==> src/rtl/pipeline_pkg.sv <==
// Shared fetch-stage types and constants.
// Latency: n/a (declarations only).
// Backpressure: n/a.
package pipeline_pkg;

  typedef enum logic {
    FETCH = 1'b0,
    DRAIN = 1'b1
  } fetch_state_t;

  localparam logic [31:0] NOP_INSTR        = 32'h0000_0000;
  localparam logic [31:0] DEFAULT_RESET_PC = 32'h0000_0000;

endpackage

==> src/rtl/fetch_queue.sv <==
// Synchronous FIFO of DEPTH x WIDTH entries with push, pop, clear, count and head.
// Latency: a push is visible at head / count one cycle later.
// Backpressure: none internally; the owner guarantees no push when full and no pop when empty.
//   ports: clk, rst (async active-low), push/push_data, pop, clear (drops all entries),
//          count (occupancy), head (oldest entry, undefined when count == 0)
module fetch_queue #(
  parameter int DEPTH = 2,
  parameter int WIDTH = 64
) (
  input  logic                       clk,
  input  logic                       rst,
  input  logic                       push,
  input  logic [WIDTH-1:0]           push_data,
  input  logic                       pop,
  input  logic                       clear,
  output logic [$clog2(DEPTH+1)-1:0] count,
  output logic [WIDTH-1:0]           head
);

  localparam int CW = $clog2(DEPTH+1);
  localparam int AW = (DEPTH > 1) ? $clog2(DEPTH) : 1;

  logic [WIDTH-1:0] mem [DEPTH];
  logic [AW-1:0]    rd_ptr;
  logic [AW-1:0]    wr_ptr;

  // Pointer wrap handles non-power-of-two depths.
  function automatic logic [AW-1:0] ptr_incr(input logic [AW-1:0] p);
    return (p == AW'(DEPTH-1)) ? '0 : p + AW'(1);
  endfunction

  always_ff @(posedge clk or negedge rst) begin
    if (!rst) begin
      rd_ptr <= '0;
      wr_ptr <= '0;
      count  <= '0;
    end else if (clear) begin
      rd_ptr <= '0;
      wr_ptr <= '0;
      count  <= '0;
    end else begin
      if (push) wr_ptr <= ptr_incr(wr_ptr);
      if (pop)  rd_ptr <= ptr_incr(rd_ptr);
      count <= count + CW'(push) - CW'(pop);
    end
  end

  always_ff @(posedge clk) begin
    if (push && !clear) mem[wr_ptr] <= push_data;
  end

  assign head = mem[rd_ptr];

endmodule

==> src/rtl/fetch_unit.sv <==
// Instruction fetch: issues word requests, queues {pc, instr} responses for decode, handles redirects.
// Latency: memory latency + 1 cycle from request acceptance to validF.
// Backpressure: credit limit DEPTH on requests + queued instructions; id_write = 0 holds the queue head.
//   ports: clk, rst (async active-low), imem_req_* (valid/ready request), imem_rsp_* (in-order beats),
//          id_write (decode consumes), redirect/redirect_pc (flush + new target), validF/pcF/instrF (queue head)
module fetch_unit
  import pipeline_pkg::*;
#(
  parameter logic [31:0] RESET_PC = DEFAULT_RESET_PC,
  parameter int          DEPTH    = 2
) (
  input  logic        clk,
  input  logic        rst,
  output logic        imem_req_valid,
  output logic [31:0] imem_req_addr,
  input  logic        imem_req_ready,
  input  logic        imem_rsp_valid,
  input  logic [31:0] imem_rsp_data,
  input  logic        id_write,
  input  logic        redirect,
  input  logic [31:0] redirect_pc,
  output logic        validF,
  output logic [31:0] pcF,
  output logic [31:0] instrF
);

  localparam int CW = $clog2(DEPTH+1);

  fetch_state_t  state, state_next;
  logic [31:0]   fetch_pc, fetch_pc_next;
  logic [CW-1:0] out_cnt, out_cnt_next;
  logic [CW-1:0] drop_cnt, drop_cnt_next;
  logic [CW-1:0] q_cnt;
  logic [CW-1:0] pcq_cnt;
  logic [CW:0]   credit_used;
  logic          req_fire;
  logic          rsp_keep;
  logic          q_pop;
  logic [31:0]   inflight_pc;
  logic [63:0]   q_head;
  logic          unused_pcq;

  // Requests are gated by rst so nothing is offered while reset is held.
  assign credit_used    = {1'b0, out_cnt} + {1'b0, q_cnt};
  assign imem_req_valid = rst && (state == FETCH) && !redirect &&
                          (credit_used < (CW+1)'(DEPTH));
  assign imem_req_addr  = fetch_pc;
  assign req_fire       = imem_req_valid && imem_req_ready;

  // Beats during a redirect or while stale requests drain never reach the queue.
  assign rsp_keep = imem_rsp_valid && !redirect && (drop_cnt == '0);

  assign validF = (q_cnt != '0);
  assign q_pop  = validF && id_write && !redirect;
  assign pcF    = validF ? q_head[63:32] : 32'h0;
  assign instrF = validF ? q_head[31:0]  : NOP_INSTR;

  always_comb begin
    out_cnt_next  = out_cnt + CW'(req_fire) - CW'(imem_rsp_valid);
    drop_cnt_next = drop_cnt;
    fetch_pc_next = fetch_pc;
    state_next    = state;
    if (req_fire) fetch_pc_next = fetch_pc + 32'd4;
    if (redirect) begin
      // Everything still unanswered after this cycle belongs to the old path.
      fetch_pc_next = redirect_pc & ~32'h3;
      drop_cnt_next = out_cnt_next;
      state_next    = (out_cnt_next != '0) ? DRAIN : FETCH;
    end else begin
      if (imem_rsp_valid && (drop_cnt != '0)) drop_cnt_next = drop_cnt - CW'(1);
      if ((state == DRAIN) && (drop_cnt_next == '0)) state_next = FETCH;
    end
  end

  always_ff @(posedge clk or negedge rst) begin
    if (!rst) begin
      state    <= FETCH;
      fetch_pc <= RESET_PC;
      out_cnt  <= '0;
      drop_cnt <= '0;
    end else begin
      state    <= state_next;
      fetch_pc <= fetch_pc_next;
      out_cnt  <= out_cnt_next;
      drop_cnt <= drop_cnt_next;
    end
  end

  // Instruction queue seen by decode.
  fetch_queue #(.DEPTH(DEPTH), .WIDTH(64)) u_queue (
    .clk       (clk),
    .rst       (rst),
    .push      (rsp_keep),
    .push_data ({inflight_pc, imem_rsp_data}),
    .pop       (q_pop),
    .clear     (redirect),
    .count     (q_cnt),
    .head      (q_head)
  );

  // PCs of live requests; cleared on redirect because drained beats never pop it.
  fetch_queue #(.DEPTH(DEPTH), .WIDTH(32)) u_pc_fifo (
    .clk       (clk),
    .rst       (rst),
    .push      (req_fire),
    .push_data (fetch_pc),
    .pop       (rsp_keep),
    .clear     (redirect),
    .count     (pcq_cnt),
    .head      (inflight_pc)
  );

  assign unused_pcq = ^pcq_cnt;

endmodule

==> config.mk <==
export PLATFORM = sky130hd
export DESIGN_NAME = fetch_unit
export DESIGN_NICKNAME = d
export VERILOG_FILES = /design/src/rtl/pipeline_pkg.sv /design/src/rtl/fetch_queue.sv /design/src/rtl/fetch_unit.sv
export SDC_FILE = /design/constraint.sdc
export NUM_CORES = 1
export LEC_CHECK = 0
export BUFFER_PORTS_ARGS = -buffer_cell sky130_fd_sc_hd__buf_4
export CAP_MARGIN = 20
export CELL_PAD_IN_SITES_DETAIL_PLACEMENT = 1
export CELL_PAD_IN_SITES_GLOBAL_PLACEMENT = 2
export CORE_ASPECT_RATIO = 0.6
export CORE_MARGIN = 4
export CORE_UTILIZATION = 44
export CTS_CLUSTER_DIAMETER = 30
export DETAILED_ROUTE_END_ITERATION = 10
export GPL_ROUTABILITY_DRIVEN = 0
export PLACE_DENSITY = 0.83
export SYNTH_ARGS = -nofsm -noshare
export SYNTH_HDL_FRONTEND = slang
export SYNTH_HIERARCHICAL = 1
export SYNTH_SLANG_ARGS = --single-unit
==> constraint.sdc <==
create_clock -name clk -period 12.9 [get_ports clk]
set_input_delay 0 -clock clk [delete_from_list [all_inputs] [get_ports clk]]
set_output_delay 0 -clock clk [all_outputs]
set_load 0.1 [all_outputs]
### Word level (Yosys, flattened, before mapping)

Memories as Yosys holds them, arrays and structs flattened.
Index checks and enable logic that the tools add are counted.

* flip-flop bits (word level): 43
* bits of input ports: 70
* bits in writable memories: 192
* output and inout bits: 98
* memories: 2
* word-level logic and storage cells: 73

Memory list
* u_queue.mem: depth 2, width 64, read ports 1, clocked after memory_dff 0, wr ports 1, line fetch_queue.sv:23 `logic [WIDTH-1:0] mem [DEPTH];`
* u_pc_fifo.mem: depth 2, width 32, read ports 1, clocked after memory_dff 0, wr ports 1, line fetch_queue.sv:23

* order comparisons: 1
* reduce and logical (&&, ||, !) cells: 22
* multiplexer cells: 27
* add/subtract/negate cells: 11
* bitwise operators: 1

Operators by type and width (count)
* two-way mux 32 bit: 4
* adder 32 x 3 -> 32 bit, second input constant: 1
* two-way mux 1 bit: 19
* nonzero test 2 bit: 7
* logical AND 1 bit: 12
* two-way mux 2 bit: 4
* adder 1 bit, second input constant: 4
* adder 2 x 1 -> 2 bit: 2
* zero test 2 bit: 2
* subtractor 2 x 1 -> 2 bit: 2
* adder 2 x 2 -> 3 bit: 1
* < comparator 3 x 2 -> 1 bit, second input constant: 1
* subtractor 2 x 1 -> 2 bit, second input constant: 1
* zero test 1 bit: 1
* NOT 1 bit: 1

### Logic depth before layout (Yosys ltp)

Gate-level depths: netlist of run 1.

* depth in word-level cells: 10
* mapped depth: 13
* mapped depth without buffers: 12

### Hierarchy

Netlist of run 1, hierarchy kept.

Modules (own cells, without submodules)
* fetch_queue at u_queue: instances 1, area each 5031.1 µm², cells an instance 216, seq. area each 3943.8 µm²
* fetch_queue at u_pc_fifo: instances 1, area each 2668.8 µm², cells an instance 117, seq. area each 2021.9 µm²
* fetch_unit: instances 1, area each 2565.0 µm², cells an instance 308, seq. area each 875.8 µm²

### Worst setup path after synthesis of run 1

OpenSTA, ideal clock, no wires.

* path kind: flip-flop to flip-flop
* start point: reg drop_cnt[0]
* end point: mem u_queue.mem[0][0], enable pin
* data arrival time: 5.581 ns
* library setup time: 0.579 ns
* path buffers: 0
* required time: 12.321 ns
* cell stages (with the launch flop): 5
* path slack: 6.740 ns
* period minus slack after synthesis: 6.160 ns
* cells stage by stage: dfrtp_1 -> inv_1 -> ha_1 -> and3_1 -> nor3b_1

* cells in the longest elaborated chain, start to end: 5

RTL lines
* from (decl): line fetch_unit.sv:32 `logic [CW-1:0] drop_cnt, drop_cnt_next;`
* from (signal assigned): line fetch_unit.sv:85 `drop_cnt <= drop_cnt_next;`
* zero test 2 bit: line fetch_unit.sv:51 `assign rsp_keep = imem_rsp_valid && !redirect && (drop_cnt == '0);`
* logical AND 1 bit: line fetch_unit.sv:51
* via rsp_keep: line fetch_unit.sv:37 `logic rsp_keep;`
* logical AND 1 bit: line fetch_queue.sv:49 `if (push && !clear) mem[wr_ptr] <= push_data;`
* two-way mux 1 bit: line fetch_queue.sv:49
* two-way mux 1 bit (implied by the code): line fetch_queue.sv:49
* to (decl): line fetch_queue.sv:23

The timed path passes the listed nets, and every way through them passes these cells.

### Final worst setup path of run 1

* start point: reg u_queue.count[0]
* end point: mem u_pc_fifo.mem[0][21], enable pin

* cells in the longest elaborated chain, start to end: 7

RTL lines
* from (decl): line fetch_queue.sv:16 `output logic [$clog2(DEPTH+1)-1:0] count,`
* from (signal assigned): line fetch_queue.sv:44 `count <= count + CW'(push) - CW'(pop);`
* adder 2 x 2 -> 3 bit: line fetch_unit.sv:44 `assign credit_used = {1'b0, out_cnt} + {1'b0, q_cnt};`
* < comparator 3 x 2 -> 1 bit: line fetch_unit.sv:46 `(credit_used < (CW+1)'(DEPTH));`
* logical AND 1 bit: line fetch_unit.sv:45 `assign imem_req_valid = rst && (state == FETCH) && !redirect &&`
* logical AND 1 bit: line fetch_unit.sv:48 `assign req_fire = imem_req_valid && imem_req_ready;`
* via req_fire: line fetch_unit.sv:36 `logic req_fire;`
* logical AND 1 bit: line fetch_queue.sv:49
* two-way mux 1 bit: line fetch_queue.sv:49
* two-way mux 1 bit (implied by the code): line fetch_queue.sv:49
* to (decl): line fetch_queue.sv:23

The timed path passes the listed nets, and every way through them passes these cells.

==> impl_metrics.env, run 1 <==
export IMPL_finalMaxSlewViolations=0
export IMPL_grt_max_degree=79
export IMPL_final_common_cell="edfxtp_1"
export IMPL_finalSetupViolCount=0
export IMPL_drt_total_wl_um=23800
export IMPL_status="completed"
export IMPL_path_class="register to register"
export IMPL_nets=955
export IMPL_syn_cell_area_um2=10100
export IMPL_seq_area_um2=6800
export IMPL_fin_crit_sh_pct=28.0
export IMPL_viasPerCell=4.95
export IMPL_final_cell_mix="edfxtp_1 (192), buf_4 (168), mux2_4 (79)"
export IMPL_die_area_um2=25600
export IMPL_clockRootBuffer="clkbuf_16"
export IMPL_grt_first_pass_wirelength_um=38000
export IMPL_hold_viol_final=0
export IMPL_num_antenna_cells=0
export IMPL_drt_pass1_iter_count=4
export IMPL_grt_ovfl_total=0
export IMPL_holdCritPathClass="primary input to register"
export IMPL_end_kind="register"
export IMPL_critPathLaunchType="register"
export IMPL_clock_fmax_mhz=277
export IMPL_p_per_area_nw_per_um2=198
export IMPL_layout_setup_ws_ns=9.29
export IMPL_num_vias=6012
export IMPL_grt_setup_unrepaired="no"
export IMPL_cts_htree_levels=2
export IMPL_cts_tree="built"
export IMPL_die_height_um=126
export IMPL_grt_pass1_vias=6603
export IMPL_io_buffers=163
export IMPL_cts_setup_buffers=0
export IMPL_cp_top_family="simple AND/OR/NAND/NOR gates"
export IMPL_tightestPinTransition_ns=1.09
export IMPL_initial_core_util_pct=45.4
export IMPL_area_growth_pct=33.2
export IMPL_drtIter0Drc=400
export IMPL_num_rows=42
export IMPL_period_needed_ns=3.61
export IMPL_io_pins=168
export IMPL_skew_ns=0.0100
export IMPL_cp_slowest_cell="nor3b_2"
export IMPL_dp_hpwl_um=15000
export IMPL_cp_max_fo=25
export IMPL_cap_violations=0
export IMPL_ir_drop_mv=0.110
export IMPL_tns_ns=0
export IMPL_die_w_um=204
export IMPL_p_leak_nw=5.28
export IMPL_clock_path_buffers=3
export IMPL_core_area_um2=22300
export IMPL_crit_chain="and2_1 -> fa_1 -> nor4b_4 -> and2_1 -> nand2_1 -> inv_1 -> nor3b_2 -> buf_4"
export IMPL_clk_pin_slew_ns=0.05
export IMPL_postRouteAntennaNets=0
export IMPL_synthCells=632
export IMPL_path_buf_inv=2
export IMPL_arrival_ns=3.76
export IMPL_cp_required_ns=13.05
export IMPL_track_usage_pct=18.7
export IMPL_yosysWarnings=6
export IMPL_drive_gt1_share_pct=37.4
export IMPL_multi_input_area_um2=3110
export IMPL_critPathMostFrequentCell="and2_1"
export IMPL_post_place_ws_ns=9.25
export IMPL_drt_wirelength_per_cell_um=19.6
export IMPL_relSlewSlack_pct=27.3
export IMPL_insertion_delay_ns=0.50
export IMPL_antenna_found_initial=1
export IMPL_post_cts_resized=0
export IMPL_cts_sinks=233
export IMPL_postCtsHoldBufs=65
export IMPL_nFillCells=2094
export IMPL_numCtsBuffers=38
export IMPL_synth_area_per_cell_um2=16.1
export IMPL_max_stage_delay_ns=0.63
export IMPL_drc=0
tightest hold or removal path, stage by stage:
cell and delay [ns]:
buf_4 0.13, nand4_1 0.11, nor4_1 0.08, xnor2_1 0.13, o21ai_1 0.06
metal layers:
metal | vias up | GRT usage [%] | part of all wire, %
met5 | - | 0 | 0
met2 | 138 | 30.8 | 49
met3 | 32 | 3.65 | 4.3
li1 | 2815 | - | -
met1 | 3027 | 26.2 | 45
met4 | 0 | 4.37 | 1.4
sequential cells by signal, indices dropped and copies added, names as in the netlist, 2 cells and up:
name	cells
u_queue/mem	128
u_pc_fifo/mem	64
imem_req_addr	30
drop_cnt	2
out_cnt	2
u_queue/count	2
stage by stage:
step / total power (W) / cell area (µm²) / utilization (%) / hold WS, ns / cells
global placement: 0.00168 / 11600 / 51.9 / 0.0291 / 1081
global route: 0.00279 / 13500 / 60.5 / 0.0656 / 1215
finish: 0.00268 / 13500 / 60.5 / 0.0538 / 1215
detailed placement: 0.00169 / 11600 / 51.9 / 0.0400 / 1081
floorplan: 0.00152 / 10200 / - / -0.296 / 637
CTS: 0.00271 / 13500 / 60.5 / 0.0399 / 1215
layout make-up:
cell class / count / share of cell area [%]
tap: 308 / 2.85
sequential: 233 / 50.3
multi-input combinational: 361 / 23.0
inverter: 11 / 0.305
timing repair buffer: 233 / 14.1
clock buffer: 51 / 8.09
clock inverter: 18 / 1.38
final timing paths:
path	slack [ns]	startpoint	depth (start not counted)	end
worst min register to register	0.55	u_pc_fifo/mem[1][21]	1	u_queue/mem[0][53]
worst max register to register	9.29	u_queue/count[0]	8	u_pc_fifo/mem[0][21]
max in group asynchronous	12.39	rst	2	u_queue/rd_ptr
worst min-delay path	0.05	imem_req_ready	5	imem_req_addr[31]
min in group asynchronous	0.06	rst	2	imem_req_addr[24]
worst max-delay path	9.29	u_queue/count[0]	8	u_pc_fifo/mem[0][21]
report_power, final:
part / total, W / leakage, nW / switching [W] / internal, W
logic: 0.000779 / 2.42 / 0.000570 / 0.000209
registers: 0.000911 / 2.24 / 0.0000479 / 0.000863
clock network: 0.000990 / 0.624 / 0.000335 / 0.000655
No activity file was read; power rests on OpenSTA's default activity.
==> run 2: changes to the inputs <==
- ABC_AREA: default -> 1
- CORE_UTILIZATION: 44 -> 38
- PLACE_DENSITY: 0.83 -> 0.76
- clock period: 12.9 -> 3.5 ns (I/O delays scaled with it)
==> run 2 against run 1 <==
Against the previous run:
- worst hold slack better by 0.051 ns
- wire length up 19%
- maximum frequency up 34%
- core utilization down 7.9 points
- first-iteration DRC count down 13%
- critical path depth up 1
- die area up 21%
- clock skew up 0.020 ns
- global-route usage down 0.29 points
- non-clock buffer count up 13
- sequential share of layout area down 3.6 points
- synthesized area up 5.2%
==> impl_metrics.env, run 2 <==
export IMPL_syn_cell_area_um2=10700
export IMPL_pwr_share_clk_pct=40.1
export IMPL_grt_ovfl_total=0
export IMPL_fin_util_pct=52.7
export IMPL_tns_ns=0
export IMPL_cts_sinks=233
export IMPL_regMostFlops="u_queue/mem"
export IMPL_finalSetupViolCount=0
export IMPL_switching_share_pct=36.6
export IMPL_postCtsHoldBufs=70
export IMPL_nFillCells=2878
export IMPL_clock_fmax_mhz=372
export IMPL_period_needed_ns=2.69
export IMPL_initial_core_util_pct=38.6
export IMPL_num_antenna_cells=0
export IMPL_status="completed"
export IMPL_area_growth_pct=36.3
export IMPL_power_switching_w=0.00401
export IMPL_grt_pass1_vias=7724
export IMPL_cts_setup_buffers=0
export IMPL_numCtsBuffers=45
export IMPL_drt_total_wl_um=28300
export IMPL_intPower_w=0.00694
export IMPL_cts_tree="built"
export IMPL_die_w_um=224
export IMPL_drc=0
export IMPL_grt_first_pass_wirelength_um=44100
export IMPL_cts_htree_levels=2
export IMPL_die_area_um2=30900
export IMPL_fin_crit_sh_pct=76.8
export IMPL_grt_setup_unrepaired="no"
export IMPL_yosysWarnings=6
export IMPL_synth_area_per_cell_um2=12.4
export IMPL_clk_pin_slew_ns=0.05
export IMPL_nets=1209
export IMPL_drtIter0Drc=350
export IMPL_p_leak_nw=6.18
export IMPL_ir_drop_mv=0.363
export IMPL_dp_hpwl_um=18000
export IMPL_holdPathStages=4
export IMPL_final_cell_mix="edfxtp_1 (192), buf_4 (174), nand2_1 (146)"
export IMPL_r2r_slack_ns=0.81
export IMPL_arrival_ns=2.90
export IMPL_io_buffers=163
export IMPL_cp_max_fo=17
export IMPL_placed_area_um2=12300
export IMPL_num_vias=7137
export IMPL_cp_required_ns=3.71
export IMPL_reg2reg_from="u_queue/count[0]"
export IMPL_design_area_um2=14600
export IMPL_end_kind="register"
export IMPL_p_per_area_nw_per_um2=753
export IMPL_hold_viol_final=0
export IMPL_finalMaxSlewViolations=0
export IMPL_track_usage_pct=18.4
export IMPL_reg2reg_to="u_pc_fifo/mem[1][9]"
export IMPL_p_comb_share_pct=28.5
export IMPL_final_common_cell="edfxtp_1"
export IMPL_skew_ns=0.0299
export IMPL_post_cts_resized=0
export IMPL_viasPerCell=4.65
export IMPL_io_pins=168
export IMPL_synthCells=863
export IMPL_crit_end="u_pc_fifo/mem[1][9]"
export IMPL_critPathLaunchType="register"
export IMPL_clock_path_buffers=3
export IMPL_seqPwrFrac_pct=31.4
export IMPL_largest_reg_flops=128
export IMPL_ff2ff_path_depth=9
export IMPL_die_height_um=138
export IMPL_core_area_um2=27600
export IMPL_hp_start="imem_req_ready"
export IMPL_relSlewSlack_pct=49.9
export IMPL_crit_start="u_queue/count[0]"
export IMPL_insertion_delay_ns=0.54
export IMPL_drive_gt1_share_pct=33.5
export IMPL_antenna_found_initial=0
export IMPL_drt_pass1_iter_count=6
export IMPL_drt_wirelength_per_cell_um=18.5
export IMPL_num_rows=47
export IMPL_holdCritPathClass="primary input to register"
export IMPL_cap_violations=0
export IMPL_path_class="register to register"
export IMPL_grt_max_degree=66
export IMPL_postRouteAntennaNets=0
export IMPL_tightestPinTransition_ns=0.751
export IMPL_clockRootBuffer="clkbuf_16"
-- run 2: final cells by class --
cell class / instances / area, µm² / share of cell area (%)
clock buffer: 54 / 1210 / 8.32
clock inverter: 29 / 358 / 2.46
inverter: 122 / 460 / 3.16
multi-input combinational: 484 / 3230 / 22.2
sequential: 233 / 6800 / 46.7
tap: 367 / 459 / 3.15
timing repair buffer: 246 / 2050 / 14.1
-- run 2: critical path: stages (launching register included) --
cell,delay [ns]
dfrtp_1,0.41
nand2_1,0.08
inv_1,0.05
fa_1,0.42
nor2_1,0.23
nand4_4,0.20
inv_2,0.10
nand2_1,0.14
nor2_4,0.48
buf_12,0.24
-- run 2: power by group through the flow --
stage | sequential (W) | combinational, W | clock (W)
final | 0.00344 | 0.00312 | 0.00440
after global routing | 0.00346 | 0.00329 | 0.00467
after CTS | 0.00346 | 0.00313 | 0.00451
after detailed placement | 0.00351 | 0.00304 | 0
after global placement | 0.00350 | 0.00302 | 0
after floorplan | 0.00373 | 0.00211 | 0
-- run 2: metal layers --
layer | vias up | track usage (%) | share of wire, %
met3 | 36 | 4.78 | 6.1
met5 | - | 0 | 0
li1 | 3425 | - | -
met4 | 0 | 4.01 | 1.3
met1 | 3530 | 25.2 | 46
met2 | 146 | 30.0 | 46
-- run 2: metrics by stage --
| stage | std cells | power, W | worst slack (ns) | hold slack (ns) |
|---|---|---|---|---|
| 6_report | 1535 | 0.0110 | 0.811 | 0.105 |
| 5_1_grt | 1535 | 0.0114 | 0.601 | 0.0965 |
| 4_1_cts | 1534 | 0.0111 | 0.761 | 0.0784 |
| 3_5_place_dp | 1381 | 0.00655 | 0.855 | 0.188 |
| 3_3_place_gp | 1381 | 0.00652 | 0.887 | 0.185 |
| 2_1_floorplan | 868 | 0.00584 | 0.136 | -0.296 |
-- run 2: worst min path at each step --
stage                                     to
final                             out_cnt[1]
after global routing              out_cnt[1]
after CTS                         out_cnt[1]
after detailed placement  u_queue/mem[0][18]
after global placement    u_queue/mem[1][25]
after floorplan                  drop_cnt[0]
==> run 3: changes to the inputs <==
- clock period: 3.5 -> 2.8 ns (I/O delays scaled with it)
==> run 3 against run 2 <==
Against the previous run:
- sequential cell count unchanged
- cell area decreased by 1.5%
- sequential share of layout area increased by 0.69 points
- core utilization decreased by 0.77 points
- largest power group unchanged
==> impl_metrics.env, run 3 (synthesis results as in run 2) <==
export IMPL_track_usage_pct=17.7
export IMPL_clock_path_buffers=3
export IMPL_tns_ns=0
export IMPL_cp_slowest_cell="fa_1"
export IMPL_postRouteAntennaNets=0
export IMPL_grt_setup_unrepaired="no"
export IMPL_area_growth_pct=34.3
export IMPL_pwr_share_clk_pct=35.8
export IMPL_fin_util_pct=51.9
export IMPL_num_antenna_cells=0
export IMPL_io_pins=168
export IMPL_cp_top_family="adder cells"
export IMPL_holdCritPathClass="primary input to register"
export IMPL_p_per_area_nw_per_um2=890
export IMPL_drt_wirelength_per_cell_um=17.8
export IMPL_grt_ovfl_total=0
export IMPL_hold_viol_final=0
export IMPL_path_buf_inv=2
export IMPL_antenna_found_initial=0
export IMPL_critPathLaunchType="register"
export IMPL_die_height_um=138
export IMPL_final_cells=1532
export IMPL_cp_max_fo=4
export IMPL_cts_sinks=233
export IMPL_io_buffers=163
export IMPL_die_area_um2=30900
export IMPL_relSlewSlack_pct=48.6
export IMPL_clk_pin_slew_ns=0.05
export IMPL_core_area_um2=27600
export IMPL_cap_violations=0
export IMPL_period_needed_ns=2.57
export IMPL_dp_hpwl_um=18100
export IMPL_r2r_slack_ns=0.23
export IMPL_drtIter0Drc=356
export IMPL_tightestPinTransition_ns=0.772
export IMPL_seqPwrFrac_pct=33.6
export IMPL_layout_setup_ws_ns=0.228
export IMPL_cp_required_ns=3.25
export IMPL_clockRootBuffer="clkbuf_16"
export IMPL_finalSetupViolCount=0
export IMPL_cts_tree="built"
export IMPL_cts_setup_buffers=0
export IMPL_num_rows=47
export IMPL_place_inst=1386
export IMPL_fin_crit_sh_pct=91.8
export IMPL_numCtsBuffers=37
export IMPL_initial_core_util_pct=38.6
export IMPL_nets=1213
export IMPL_crit_chain="nand2_1 -> inv_1 -> fa_1 -> nor2_2 -> nand4_4 -> ha_1 -> inv_1 -> ha_1 -> xnor2_1 -> xnor2_1 -> nand2_1 -> o21ai_0"
export IMPL_regMostFlops="u_queue/mem"
export IMPL_switching_share_pct=38.6
export IMPL_num_vias=7079
export IMPL_cts_htree_levels=2
export IMPL_insertion_delay_ns=0.53
export IMPL_final_common_cell="edfxtp_1"
export IMPL_p_leak_nw=6.05
export IMPL_clock_fmax_mhz=389
export IMPL_drc=0
export IMPL_p_comb_share_pct=30.6
export IMPL_path_class="register to register"
export IMPL_nFillCells=2893
export IMPL_grt_pass1_vias=7550
export IMPL_drive_gt1_share_pct=33.0
export IMPL_max_stage_delay_ns=0.45
export IMPL_total_power_w=0.0128
export IMPL_grt_max_degree=66
export IMPL_skew_ns=0.0186
export IMPL_viasPerCell=4.62
export IMPL_largest_reg_flops=128
export IMPL_drt_pass1_iter_count=4
export IMPL_grt_first_pass_wirelength_um=42400
export IMPL_power_switching_w=0.00494
export IMPL_drt_total_wl_um=27200
export IMPL_final_cell_mix="edfxtp_1 (192), buf_4 (179), nand2_1 (146)"
export IMPL_finalMaxSlewViolations=0
export IMPL_die_w_um=224
export IMPL_status="completed"
export IMPL_intPower_w=0.00784
export IMPL_arrival_ns=3.02
export IMPL_ir_drop_mv=0.548
export IMPL_end_kind="register"
export IMPL_post_place_ws_ns=0.176
-- run 3: changes by cell type in the layout (fill, tap and decap cells not counted), moves of 2 or more --
cell / delta
clkbuf_16: -9
dlygate4sd3_1: +8
clkinv_2: -7
clkinvlp_4: +6
buf_4: +5
inv_6: +5
bufinv_16: -3
clkbuf_1: -3
clkinv_4: -3
clkbuf_8: -2
-- run 3: power groups by stage --
| stage | sequential (W) | clock, W | combinational (W) |
|---|---|---|---|
| after detailed placement | 0.00436 | 0 | 0.00385 |
| after floorplan | 0.00466 | 0 | 0.00264 |
| after global placement | 0.00435 | 0 | 0.00381 |
| final | 0.00429 | 0.00457 | 0.00391 |
| after global routing | 0.00432 | 0.00487 | 0.00412 |
| after CTS | 0.00429 | 0.00470 | 0.00395 |
-- run 3: worst register-to-register path, cell delays in order, from the launching register on --
cell and delay (ns):
dfrtp_1 0.41, nand2_1 0.08, inv_1 0.05, fa_1 0.45, nor2_2 0.18, nand4_4 0.18, ha_1 0.35, inv_1 0.04
ha_1 0.19, xnor2_1 0.19, xnor2_1 0.17, nand2_1 0.10, o21ai_0 0.10
-- run 3: area by class of cell --
cell class / instances / area, µm² / area share (%)
Clock buffer: 40 / 947 / 6.60
Clock inverter: 28 / 310 / 2.16
Inverter: 122 / 460 / 3.21
Multi-Input combinational cell: 484 / 3230 / 22.5
Sequential cell: 233 / 6800 / 47.4
Tap cell: 367 / 459 / 3.20
Timing Repair Buffer: 258 / 2140 / 14.9
-- run 3: repair_timing --
item / CTS / global route
resized for setup: 0 / 1
endpoints found under the hold margin: 142 / 0
hold buffers: 78 / 0
setup endpoints to repair: 0 / 2
-- run 3: per-stage QoR --
stage,area (µm²),hold WS [ns]
detailed placement,12300,0.188
CTS,14300,0.0679
floorplan,10700,-0.296
global placement,12300,0.186
global route,14300,0.0976
finish,14300,0.0905
-- run 3: final timing paths --
kind / endpoint / startpoint / cells past startpoint
min in group asynchronous: imem_req_addr[25] / rst / 3
hold reg to reg: state / state / 2
setup reg to reg: drop_cnt[1] / u_queue/count[0] / 12
setup / recovery: drop_cnt[1] / u_queue/count[0] / 12
hold / removal: out_cnt[1] / imem_req_ready / 4
max in group asynchronous: u_queue/rd_ptr / rst / 3
-- run 3: routing by layer --
layer	vias to the layer above	part of all wire [%]	track usage, %
met5	-	0	0
met3	25	4.6	3.58
li1	3418	-	-
met2	131	45	27.6
met1	3505	49	25.7
met4	0	1.2	4.08
